## config.mk

```make
export PLATFORM = sky130hd
export DESIGN_NAME = channel_frame_sender
export DESIGN_NICKNAME = d
export VERILOG_FILES = /design/src/rtl/channel_frame_sender.sv
export SDC_FILE = /design/constraint.sdc
export NUM_CORES = 1
export LEC_CHECK = 0
export ABC_AREA = 0
export CELL_PAD_IN_SITES_DETAIL_PLACEMENT = 1
export CELL_PAD_IN_SITES_GLOBAL_PLACEMENT = 2
export CORE_AREA = 2 2 62 64
export DETAILED_ROUTE_END_ITERATION = 12
export DIE_AREA = 0 0 64 66
export PLACE_DENSITY = 0.88
export SLEW_MARGIN = 25
export SYNTH_ARGS = -nofsm -noshare
export SYNTH_HDL_FRONTEND = slang
export SYNTH_SLANG_ARGS = --single-unit
```

## constraint.sdc

```tcl
create_clock -name clk -period 5.44 [get_ports clk]
set_clock_uncertainty 0.1 [all_clocks]
set_input_delay 1.088 -clock clk [delete_from_list [all_inputs] [get_ports clk]]
set_output_delay 1.088 -clock clk [all_outputs]
set_load 0.01 [all_outputs]
```

## src/rtl/channel_frame_sender.sv

```systemverilog
// Dual-rail 4-phase RTZ sender for channel-control frames (preamble, C, D, P).
// Ports: clk, reset (sync, active-high), go/ch1/ch2/up/down command request,
//   ack (async 4-phase ack), bit0_out/bit1_out rails, busy, done and err pulses.
module channel_frame_sender #(
  parameter int unsigned SYNC_STAGES = 2,
  parameter int unsigned ACK_TIMEOUT = 255,
  parameter logic [1:0]  PREAMBLE    = 2'b10
) (
  input  logic clk,
  input  logic reset,
  input  logic go,
  input  logic ch1,
  input  logic ch2,
  input  logic up,
  input  logic down,
  input  logic ack,
  output logic bit0_out,
  output logic bit1_out,
  output logic busy,
  output logic done,
  output logic err
);

  localparam int unsigned CW = $clog2(ACK_TIMEOUT + 1);
  localparam logic [CW-1:0] CNT_LAST = CW'(ACK_TIMEOUT - 1);
  localparam logic [CW-1:0] CNT_ONE  = CW'(1);
  localparam logic [2:0] IDX_LAST = 3'd4;

  typedef enum logic [1:0] {
    S_IDLE,
    S_DRIVE,
    S_RTZ,
    S_ABORT
  } state_e;

  state_e state_q, state_d;

  logic [SYNC_STAGES-1:0] ack_sync_q, ack_sync_d;
  logic [4:0]    frame_q, frame_d;
  logic [2:0]    idx_q, idx_d;
  logic [CW-1:0] cnt_q, cnt_d;
  logic bit0_q, bit0_d;
  logic bit1_q, bit1_d;
  logic busy_q, busy_d;
  logic done_q, done_d;
  logic err_q, err_d;

  logic       ack_s;
  logic       cmd_ok;
  logic [4:0] cmd_frame;
  logic [2:0] idx_nxt;
  logic       bit_nxt;
  logic       cnt_end;

  always_comb begin
    ack_sync_d = '0;
    ack_sync_d[0] = ack;
    for (int i = 1; i < SYNC_STAGES; i++) begin
      ack_sync_d[i] = ack_sync_q[i-1];
    end
  end

  assign ack_s = ack_sync_q[SYNC_STAGES-1];

  // Frame is stored transmit-order: bit 0 goes out first.
  assign cmd_ok    = (ch1 ^ ch2) & (up ^ down);
  assign cmd_frame = {ch2 ^ up, up, ch2, PREAMBLE[0], PREAMBLE[1]};

  assign idx_nxt = idx_q + 3'd1;
  assign bit_nxt = frame_q[idx_nxt];
  assign cnt_end = (cnt_q == CNT_LAST);

  always_comb begin
    state_d = state_q;
    frame_d = frame_q;
    idx_d   = idx_q;
    cnt_d   = cnt_q;
    bit0_d  = 1'b0;
    bit1_d  = 1'b0;
    busy_d  = busy_q;
    done_d  = 1'b0;
    err_d   = 1'b0;
    unique case (state_q)
      S_IDLE: begin
        busy_d = 1'b0;
        idx_d  = '0;
        cnt_d  = '0;
        if (go) begin
          if (cmd_ok) begin
            frame_d = cmd_frame;
            bit1_d  = cmd_frame[0];
            bit0_d  = ~cmd_frame[0];
            busy_d  = 1'b1;
            state_d = S_DRIVE;
          end else begin
            err_d = 1'b1;
          end
        end
      end
      S_DRIVE: begin
        bit0_d = bit0_q;
        bit1_d = bit1_q;
        if (ack_s) begin
          bit0_d  = 1'b0;
          bit1_d  = 1'b0;
          cnt_d   = '0;
          state_d = S_RTZ;
        end else if (cnt_end) begin
          bit0_d  = 1'b0;
          bit1_d  = 1'b0;
          err_d   = 1'b1;
          cnt_d   = '0;
          state_d = S_ABORT;
        end else begin
          cnt_d = cnt_q + CNT_ONE;
        end
      end
      S_RTZ: begin
        if (!ack_s) begin
          cnt_d = '0;
          if (idx_q == IDX_LAST) begin
            done_d  = 1'b1;
            busy_d  = 1'b0;
            state_d = S_IDLE;
          end else begin
            idx_d   = idx_nxt;
            bit1_d  = bit_nxt;
            bit0_d  = ~bit_nxt;
            state_d = S_DRIVE;
          end
        end else if (cnt_end) begin
          err_d   = 1'b1;
          cnt_d   = '0;
          state_d = S_ABORT;
        end else begin
          cnt_d = cnt_q + CNT_ONE;
        end
      end
      S_ABORT: begin
        // A stuck-high ack still releases the sender after one more window.
        if (!ack_s || cnt_end) begin
          busy_d  = 1'b0;
          cnt_d   = '0;
          state_d = S_IDLE;
        end else begin
          cnt_d = cnt_q + CNT_ONE;
        end
      end
      default: begin
        busy_d  = 1'b0;
        state_d = S_IDLE;
      end
    endcase
  end

  always_ff @(posedge clk) begin
    if (reset) begin
      state_q    <= S_IDLE;
      ack_sync_q <= '0;
      frame_q    <= '0;
      idx_q      <= '0;
      cnt_q      <= '0;
      bit0_q     <= 1'b0;
      bit1_q     <= 1'b0;
      busy_q     <= 1'b0;
      done_q     <= 1'b0;
      err_q      <= 1'b0;
    end else begin
      state_q    <= state_d;
      ack_sync_q <= ack_sync_d;
      frame_q    <= frame_d;
      idx_q      <= idx_d;
      cnt_q      <= cnt_d;
      bit0_q     <= bit0_d;
      bit1_q     <= bit1_d;
      busy_q     <= busy_d;
      done_q     <= done_d;
      err_q      <= err_d;
    end
  end

  assign bit0_out = bit0_q;
  assign bit1_out = bit1_q;
  assign busy     = busy_q;
  assign done     = done_q;
  assign err      = err_q;

endmodule

```

# Word-level counts from Yosys, hierarchy flattened
# Index checks and enable logic that the tools add are counted.
[classes]
addsub = 2
magnitude_cmp = 1
n_eq_ne = 12
bitwise_logic = 6
n_mux = 39
reduce_logical = 10
[ops]
columns = ["op", "n"]
rows = [
  ["$mux 8", 4],
  ["$pmux 8 s4", 1],
  ["$mux 1", 19],
  ["$mux 2", 6],
  ["$ne 2x2->1 const B", 6],
  ["$pmux 1 s3", 3],
  ["$reduce_and 3->1", 3],
  ["$add 8x1->8 const B", 1],
  ["$eq 8x8->1 const B", 1],
  ["$pmux 2 s4", 1],
  ["$mux 3", 2],
  ["$pmux 3 s2", 1],
  ["$eq 2x2->1 const B", 2],
  ["$lt 3x4->1 const B", 1],
  ["$reduce_and 4->1", 1],
  ["$add 3x1->3 const B", 1],
  ["$bmux 1 s3", 1],
  ["$eq 3x3->1 const B", 1],
  ["$ne 3x3->1 const B", 1],
  ["$reduce_bool 3->1", 1],
  ["$reduce_or 3->1", 1],
  ["$xor 1x1->1", 3],
  ["$eq 2x1->1 const B", 1],
  ["$logic_not 2->1", 1],
  ["other kinds (6)", 7],
]
[totals]
inputBits = 8
regBits = 24

# Longest topological paths before layout
[logic_depth]
word_depth = 7
mapped_depth = 8
mapped_depth_nobuf = 6

# Least setup slack after synthesis
# Ideal clock, no wire load.
[synth_timing]
kind = "input -> register"
start = "input port ch2"
end = "register busy_q (netlist: busy)"
setup_slack_ns = 3.311
t_arrival_ns = 1.958
path_buffers = 0
t_required_ns = 5.269
cell_stages = 4
path_cell_list = "xor2_2 -> nand3_1 -> or4_1 -> a21oi_1"
[synth_between]
elab_chain_len = 5
[synth_lines]
columns = ["element", "line_no", "text"]
rows = [
  ["start, declared", "13", "input logic ch2,"],
  ["$xor 1x1->1", "66", "assign cmd_ok = (ch1 ^ ch2) & (up ^ down);"],
  ["$and 1x1->1", "66", ""],
  ["$mux 1", "89", "if (cmd_ok) begin"],
  ["$mux 1", "88", "if (go) begin"],
  ["$pmux 1 s3", "83", "unique case (state_q)"],
  ["end signal, assigned", "176", "busy_q <= busy_d;"],
  ["end, declared", "44", "logic busy_q, busy_d;"],
]
# Every way passes these cells.
# A chain may end at the register's enable or synchronous reset.

# Final worst setup path
# Ends and elaborated chain as after synthesis.

==> impl_metrics.json <==
{
  "synth-adder-area-share_pct": 8.94,
  "hold_path.class": "reg2reg",
  "dr.first_iter.drc_count": 40,
  "htreeDepth": 1,
  "die_w_um": 64,
  "clockBufferDepth": 2,
  "syn-num-nets": 153,
  "worstHoldEndpoint": "frame_q[0]",
  "gr-usage-met3_pct": 2.73,
  "boundaryPins": 13,
  "hold_buffers": 0,
  "cts_made_buffers": 3,
  "root_buffer": "clkbuf_4",
  "ff_latch_area_sq_um": 480,
  "start_util_pct": 35.5,
  "vias_per_cell": 5.13,
  "multi_input_area_sq_um": 722,
  "finalSetupViolCount": 0,
  "cts_tree": "done",
  "max_freq_mhz": 391,
  "path_clk_slew_ps": 130,
  "hold_violations": 0,
  "synthXorXnorAreaFrac_pct": 8.14,
  "muxShareOfSynthArea_pct": 4.07,
  "start_kind": "input port",
  "synth_ff_type": "dfxtp_1",
  "port_buffers": 12,
  "powerDensity_mw_per_mm2": 242,
  "rsz0062_at_grt": "false",
  "core_area_sq_mm": 0.00355,
  "worst_ep_arrival_time_ps": 2710,
  "synthSimpleGateAreaFrac_pct": 19.7,
  "tightest_slew_ps": 585,
  "die_area_sq_mm": 0.00422,
  "synth_compound_area_share_pct": 16.5,
  "min_period_ps": 2560,
  "gp_congestion": 0.858,
  "reg2reg_slack_ps": 3380,
  "vias": 1005,
  "netlist.area_leader.share_pct": 38.1,
  "busiest_layer": "met2",
  "dp_cells": 192,
  "r2r-end": "state_q[0]",
  "async_flop_share_pct": 0,
  "r2r_start": "state_q[0]",
  "synth_top_area_cell": "dfxtp_1",
  "grt_pass1_wl_um": 4930,
  "p_leak_nw": 0.546,
  "synth_top_family_by_area": "simple AND/OR/NAND/NOR gates",
  "ys_seq_area_share_pct": 38.1,
  "nets": 166,
  "post-cts-setup-buffers": 0,
  "grt_use_total_pct": 14.7,
  "worstSkewPairLatency_ps": 320,
  "dr.pass1.iters": 4,
  "ir_worst_vdd_v": 0.0000743,
  "syn_inst": 136,
  "hold_start": "frame_q[0]",
  "antenna_found_initial": 0,
  "grt_max_degree": 17,
  "layout_setup_ws_ps": 2880,
  "setup_tns_ps": 0,
  "clkSinkCount": 24,
  "drv_slew": 0,
  "yosys_warnings": 0,
  "final_cells": 196,
  "path_class": "in2reg",
  "timing.max_cap.violations": 0,
  "num_rows": 22,
  "grt_pass1_vias": 1116,
  "grt-ovfl-total": 0,
  "postRouteAntennaNets": 0,
  "drc": 0,
  "die_y_um": 66,
  "post-route-period-util_pct": 47.1,
  "synth_cell_types": 42,
  "rr_worst_depth": 6,
  "crit_required_ps": 5590,
  "cts_resized": 0,
  "use_met1_pct": 17.5,
  "syn_area_per_cell_sq_um": 9.26,
  "synth_area_leaders": "dfxtp_1 38%, ha_1 8.9%, nor2_1 4.5%",
  "drive_above_1_share_pct": 7.43,
  "crit_fanout": 4,
  "cp-end-kind": "flop",
  "n_antenna_cell": 0,
  "dp_hpwl_um": 2200,
  "routed_wl_um": 2830,
  "outcome": "finished clean",
  "netlist_area_sq_mm": 0.00126,
  "post_drt_wl_per_cell_um": 14.5,
  "slew_headroom_pct": 60.9,
  "fill_cells": 407,
  "syn2layout_area_growth_pct": 15.3,
  "whs_path_depth": 2,
  "synth_seq_cells": 24,
  "pre_cts_slack_ps": 2580,
  "globalRouteMet2Util_pct": 27.3,
  "synth_edf_count": 0
}
-- through the flow --
stage | hold WS [ps] | power [mW] | util [%] | cell area (sq um)
2_1_floorplan | 314 | 0.235 | - | 1260
3_3_place_gp | 332 | 0.257 | 39.9 | 1420
3_5_place_dp | 344 | 0.258 | 39.9 | 1420
4_1_cts | 363 | 0.354 | 40.9 | 1450
5_1_grt | 380 | 0.371 | 40.9 | 1450
6_report | 364 | 0.351 | 40.9 | 1450
-- critical path, cell delays in order --
cell and delay [ps]:
clkdlybuf4s50_1 570, xor2_2 230, nand3_1 160, or4_1 510, a21oi_1 150
-- worst max path at each step --
stage                           to  start  cells past startpoint
final                         busy    ch2                      5
after global routing      cnt_q[5]  reset                      5
after CTS                     busy    ch2                      5
after detailed placement  cnt_q[4]  reset                      5
after global placement        busy     up                      5
after floorplan               busy    ch2                      4
-- area by class of cell --
| class | count | share of cell area, % |
|---|---|---|
| Clock buffer | 4 | 2.50 |
| Multi-Input combinational cell | 99 | 49.7 |
| Tap cell | 48 | 4.13 |
| Sequential cell | 24 | 33.1 |
| Inverter | 9 | 2.33 |
| Timing Repair Buffer | 12 | 8.27 |
-- cell usage in the layout, fill, tap and decap left out, types with 2 or more instances in the layout --
master and count:
xor2_1 6, nand4_1 3, o211ai_1 3, clkbuf_4 3, xor2_2 2, mux2i_1 4, nor2b_1 5, a211oi_1 2
nor2_1 15, o21ai_0 5, nand2_1 5, a21oi_1 8, nor3b_1 2, nand3_1 5, inv_1 9, dfxtp_1 24
ha_1 9, xnor2_1 2, clkdlybuf4s50_1 12, a32oi_1 2
-- state kept, by name, indices dropped and copies added, names as in the netlist, 2 cells and up --
name / flops
ack_sync_q: 2
cnt_q: 8
frame_q: 4
idx_q: 3
state_q: 2
-- cells by family (layout without fill, tap and decap cells) --
family,count (synthesis),count (layout)
buf+inv,13,25
compound gates,30,30
mux,5,5
simple gates,45,45
flops,24,24
xor+xnor,10,10
fa+ha+maj,9,9
-- metal layers --
metal / share of wire (%) / vias to the layer above / wire length, um
met2: 52 / 10 / 1460
met4: 1.0 / 0 / 29
met3: 2.2 / 5 / 62
met5: 0 / - / 0
li1: - / 499 / -
met1: 45 / 491 / 1280
-- where the power goes --
part           internal, mW  total, mW  switching [mW]
sequential            0.183      0.188         0.00511
combinational        0.0312     0.0671          0.0359
clock                0.0409     0.0957          0.0547
total                 0.255      0.351          0.0958
-- cells in the mapped netlist (all sizes together) (3+ instances only) --
cell    instances
dfxtp          24
nand3           5
nand4           3
nor2           15
nor2b           5
ha              9
o21ai           5
inv             9
o211ai          3
mux2i           4
xor2            8
nand2           5
a21oi           8
Note: power is estimated with default switching activity, not from simulation.
==> edit 1 (same flow settings) <==
Reset style: asynchronous (`reset`), changed in one clocked block.
--- a/src/rtl/channel_frame_sender.sv
+++ b/src/rtl/channel_frame_sender.sv
@@ -153,7 +153,7 @@
     endcase
   end
 
-  always_ff @(posedge clk) begin
+  always_ff @(posedge clk or posedge reset) begin
     if (reset) begin
       state_q    <= S_IDLE;
       ack_sync_q <= '0;
Function: differs if reset is asserted again (counterexample within 4 cycles, from zero or initial values and one cycle with reset high); with reset held inactive, the same outputs for 10 cycles.
==> edit 1 against the unedited design <==
  * Count of clock-buffer cells in the layout shrank 1
  * Wire length shrank 17%
  * Synthesized area down 6.8%
  * Fmax up 5.8%
  * Highest routed layer unchanged
  * Critical path depth down 4
  * Worst hold slack lost 100 ps
  * Worst setup slack gained 140 ps
  * Non-clock buffer count is the same
  * Sequential cell count unchanged
  * Sequential share of layout area rose by 11 points
  * Design area is 5.5% lower
Power is not compared: it rests on default switching activity, and its combinational part moved more than twofold at a synthesized area within 25%.
==> edit 1: results (changes against the unedited design) <==
Status
  – Status: completed (unchanged)

Finish
  – Fillers: 402 (was 407)
  – Largest regs: cnt_q x8, frame_q x4, idx_q x3 (unchanged)
  – Share of cells above drive strength 1: 8.87% (was 7.43%)
  – Final nets: 138 (was 166)
  – ANT cells: 0 (unchanged)

CTS
  – Clk_lat worst skew: 320 ps (about the same)
  – Htree depth: 1 (unchanged)
  – Clock transition at path regs: 120 ps
  – CTS buffer count: 3 (unchanged)

Synth
  – Sequential cell area fraction in the yosys report: 51.1% (was 38.1%)
  – Synth area leaders: dfrtp_1 (51%), xor2_1 (6.7%), nor2_1 (4.8%), ha_1 (4.3%), inv_1 (3.2%) (was dfxtp_1 (38%), ha_1 (8.9%), nor2_1 (4.5%), xor2_1 (4.2%), a21oi_1 (3.2%))
  – Asr flop ratio synth: 100% (was 0%)
  – Syn_nets: 122 (was 153)
  – Synth cell count leaders: dfrtp_1 (24), nor2_1 (15), inv_1 (10), nand2_1 (9), xor2_1 (9) (was dfxtp_1 (24), nor2_1 (15), ha_1 (9), inv_1 (9), a21oi_1 (8))
  – Yosys cell types: 32 (was 42)

Placement
  – Placement Cell Area: 0.00135 mm2 (was 0.00142 mm2)
  – DP Wirelength: 1810 um (was 2200 um)
  – IO Port Bufs: 12 (unchanged)
  – Final GP Congestion: 0.714 (was 0.858)

Setup path
  – Reg-to-Reg Start: idx_q[0] (was state_q[0])
  – Top delay family on crit path: buffers and inverters (was simple AND/OR/NAND/NOR gates)
  – RR Endpoint: bit1_out (was state_q[0])
  – Critical Path AT: 1230 ps (was 2710 ps)
  – Critical-path maximum fanout: 2 (was 4)
  – CP peak stage delay: 550 ps (was 570 ps)
  – Reg2Reg Setup Slack: 3510 ps (was 3380 ps)
  – R2R depth: 5 (was 6)

Worst hold path
  – Hold Path Cell Cnt: 0 (was 2)
  – Hold path start: ack_sync_q[0] (was frame_q[0])
  – Hold Path End: ack_sync_q[1] (was frame_q[0])

Route
  – WL/cell: 13.7 um (was 14.5 um)
  – Via/cell ratio: 4.84 (was 5.13)
  – DRT Pass-1 Iters: 3 (was 4)
  – Initial DRC count: 26 (was 40)

Global routing
  – Gr usage total: 13.2% (was 14.7%)
  – Vias in the first global route: 904 (was 1116)
  – Initial antenna violation count: 0 (unchanged)
  – Largest net degree at the start of global routing: 25 (was 17)
  – Global-route wire length before repair: 4310 um (was 4930 um)

Power and ir drop
  – Pwr dens: 340 mW/mm2
  – Internal Pwr Total: 305 uW
  – Worst vdd ir: 0.135 mV
  – Leak: 0.000610 uW

STA
  – Least-Margin Pin Slew: 878 ps (was 585 ps)
edit 1: worst max path at each step:
| stage | from | end | slack, ps | cells past startpoint |
|---|---|---|---|---|
| 2_1_floorplan | down | frame_q[2] | 3400 | 3 |
| 3_3_place_gp | up | frame_q[3] | 2760 | 4 |
| 3_5_place_dp | up | frame_q[2] | 2670 | 4 |
| 4_1_cts | busy | busy | 2990 | 1 |
| 5_1_grt | busy | busy | 2950 | 1 |
| 6_report | busy | busy | 3020 | 1 |
edit 1: metrics by stage:
stage                     setup WS [ps]  hold slack, ps  std cells
after detailed placement           2670             237        169
after CTS                          2990             267        172
after global routing               2950             288        172
final                              3020             264        172
after global placement             2760             235        169
after floorplan                    3400             231        110
edit 1: logic make-up (layout without fill, tap and decap cells):
family	count (synthesis)	in the layout	share of synthesized area (%)
xor+xnor	11	11	8.20
compound gates	15	15	9.16
flops	24	24	51.1
buf+inv	11	25	3.62
fa+ha+maj	4	4	4.26
simple gates	39	39	18.1
mux	6	6	5.54
edit 1: area by class of cell:
class                      count  area share [%]
sequential                    24            43.8
multi-input combinational     75            38.7
timing repair buffer          12            8.75
tap                           48            4.38
inverter                      10            2.73
clock buffer                   3            1.64
edit 1: metal layers:
| layer | track usage (%) | part of all wire [%] |
|---|---|---|
| met1 | 15.7 | 45 |
| met2 | 23.7 | 52 |
| met3 | 2.04 | 1.6 |
| met4 | 5.71 | 1.9 |
| met5 | 0 | 0 |
edit 1: power by group through the flow:
| stage | Clock, uW | Combinational [uW] | Sequential (uW) |
|---|---|---|---|
| CTS | 82.4 | 144 | 249 |
| global placement | 0 | 137 | 253 |
| floorplan | 0 | 103 | 239 |
| detailed placement | 0 | 143 | 254 |
| finish | 78.7 | 140 | 249 |
| global route | 92.6 | 157 | 257 |
==> edit 2 (same settings) <==
Without the edit above. Change the parameter `SYNC_STAGES` from 2 to 4.
--- a/src/rtl/channel_frame_sender.sv
+++ b/src/rtl/channel_frame_sender.sv
@@ -2,7 +2,7 @@
 // Ports: clk, reset (sync, active-high), go/ch1/ch2/up/down command request,
 //   ack (async 4-phase ack), bit0_out/bit1_out rails, busy, done and err pulses.
 module channel_frame_sender #(
-  parameter int unsigned SYNC_STAGES = 2,
+  parameter int unsigned SYNC_STAGES = 4,
   parameter int unsigned ACK_TIMEOUT = 255,
   parameter logic [1:0]  PREAMBLE    = 2'b10
 ) (
Function: changed (a bounded check fails within 4 cycles, from zero or initial values and one cycle with reset high).
==> edit 2 against the unedited design <==
  * Power increased by 3.7%
  * Sequential power increased by 7%
  * Global-route usage decreased by 0.36 points
  * Sequential cell count increased by 2
  * Wire length decreased by 5.3%
  * Worst hold slack improved by 0.94 ps
  * Combinational power decreased by 7.6%
  * Final cell count increased by 2.6%
  * Synthesized area increased by 0.40%
  * Critical path depth decreased by 2
  * Design area about the same
  * Register-to-register slack improved by 230 ps
  * Worst setup slack improved by 32 ps
  * Die area unchanged
  * Critical path type unchanged
==> edit 2: results (changes against the unedited design) <==
Global routing
  – Vias in the first global route: 1100 (was 1116)
  – Initial antenna violation count: 0 (unchanged)
  – Met1 Use GR: 16.4% (was 17.5%)
  – Largest net degree at the start of global routing: 20 (was 17)
  – Gr usage total: 14.4% (was 14.7%)
  – Global-route wire length before repair: 4730 um (was 4930 um)
  – Met2 Use GR: 25.8% (was 27.3%)

Power and ir drop
  – Worst vdd ir: 0.120 mV (was 0.0743 mV)
  – Leak: 0.000545 uW (was 0.000546 uW)

Setup path
  – Critical-path maximum fanout: 19 (was 4)
  – Critical Path AT: 2710 ps (about the same)
  – CP peak stage delay: 760 ps (was 570 ps)
  – Top delay family on crit path: simple AND/OR/NAND/NOR gates (unchanged)

Synth
  – Syn. warnings: 0 (unchanged)
  – Synth area leaders: dfxtp_1 (41%), ha_1 (8.9%), xor2_1 (6.2%), nor2_1 (4.2%), a21oi_1 (4.0%) (was dfxtp_1 (38%), ha_1 (8.9%), nor2_1 (4.5%), xor2_1 (4.2%), a21oi_1 (3.2%))
  – Syn_nets: 158 (was 153)
  – Yosys cell types: 33 (was 42)
  – Sequential cell area fraction in the yosys report: 41.1% (was 38.1%)
  – Synth cell count leaders: dfxtp_1 (26), nor2_1 (14), nand2_1 (11), a21oi_1 (10) (was dfxtp_1 (24), nor2_1 (15), ha_1 (9), inv_1 (9), a21oi_1 (8))

Route
  – Detailed-route DRC error count: 0 (unchanged)
  – DRT Pass-1 Iters: 2 (was 4)
  – Via/cell ratio: 5.00 (was 5.13)
  – Initial DRC count: 16 (was 40)
  – Routed wire length: 2680 um (was 2830 um)

Status
  – Status: completed (unchanged)

Finish
  – Share of cells above drive strength 1: 6.54% (was 7.43%)
  – Fillers: 421 (was 407)
  – ANT cells: 0 (unchanged)
  – Largest regs: cnt_q x8, ack_sync_q x4, frame_q x4 (was cnt_q x8, frame_q x4, idx_q x3)
  – Final nets: 171 (was 166)

CTS
  – Post-CTS Setup Repair Bufs: 0 (unchanged)
  – Clk_lat worst skew: approximately 330 ps
  – Clock transition at path regs: about 140 ps
  – Htree depth: 1 (unchanged)
  – Post-CTS sizing: 0 (unchanged)

STA
  – Setup Viol. Count Final: 0 (unchanged)
  – Least-Margin Pin Slew: 685 ps (was 585 ps)

Worst hold path
  – Type of the worst min-delay path: reg2reg (unchanged)

Placement
  – Final GP Congestion: 0.866 (was 0.858)
  – IO Port Bufs: 12 (unchanged)
  – DP Wirelength: 2080 um (was 2200 um)
-- edit 2: cell count changes in the layout (fill, tap and decap cells not counted), sizes merged, moves of 2 or more --
| cell | before | now |
|---|---|---|
| a21oi | 8 | 11 |
| dfxtp | 24 | 26 |
| mux2i | 4 | 2 |
| nand2 | 5 | 11 |
| nand2b | 0 | 3 |
| nor3 | 1 | 4 |
| nor3b | 2 | 0 |
| o211ai | 3 | 0 |
-- edit 2: where the power goes --
group          internal (uW)  switching [uW]  total (uW)
logic                   28.1            33.9        62.0
clock network           41.1            58.8        99.8
registers                198            4.18         202
total                    267            96.9         364
-- edit 2: layout make-up --
| type | instances | area [um2] | area share, % |
|---|---|---|---|
| Inverter | 8 | 30.0 | 2.07 |
| Multi-Input combinational cell | 103 | 684 | 47.2 |
| Timing Repair Buffer | 12 | 120 | 8.28 |
| Tap cell | 48 | 60.1 | 4.14 |
| Sequential cell | 26 | 520 | 35.9 |
| Clock buffer | 4 | 36.3 | 2.50 |
-- edit 2: layer usage --
layer / part of all wire (%) / vias to the layer above
li1: - / 510
met1: 45 / 480
met2: 51 / 10
met3: 2.2 / 5
met4: 1.8 / 0
met5: 0 / -
-- edit 2: final timing paths --
kind                 start            end  slack (ps)  cells past startpoint
max                  reset       cnt_q[4]        2910                      3
min          ack_sync_q[1]  ack_sync_q[2]         370                      1
max reg2reg     state_q[0]       idx_q[2]        3610                      7
min reg2reg  ack_sync_q[1]  ack_sync_q[2]         370                      1
-- edit 2: cells by family (layout without fill, tap and decap cells) --
logic type               after synthesis  in the layout  share of synthesized area [%]
XOR/XNOR                              10             10                           6.92
flip-flops                            26             26                           41.1
buffers and inverters                 12             24                           4.75
adder cells (fa/ha/maj)                9              9                           8.90
AND/OR/NAND/NOR                       57             57                           23.7
AO/OA/AOI/OAI                         25             25                           13.0
multiplexers                           2              2                           1.58
-- edit 2: metrics by stage --
stage | setup WS (ps) | hold slack, ps | instances | cell area, um2
finish | 2910 | 365 | 201 | 1450
global route | 2810 | 381 | 201 | 1450
CTS | 2890 | 366 | 201 | 1450
detailed placement | 2530 | 343 | 197 | 1420
global placement | 2580 | 324 | 197 | 1420
floorplan | 3250 | 314 | 141 | 1260
-- edit 2: worst register-to-register path, delay by kind of cell (launching register included) --
kind            cells  cell delay [ps]
fa+ha+maj           1              280
compound gates      4              720
simple gates        1              140
buf+inv             1              120
flops               1              360
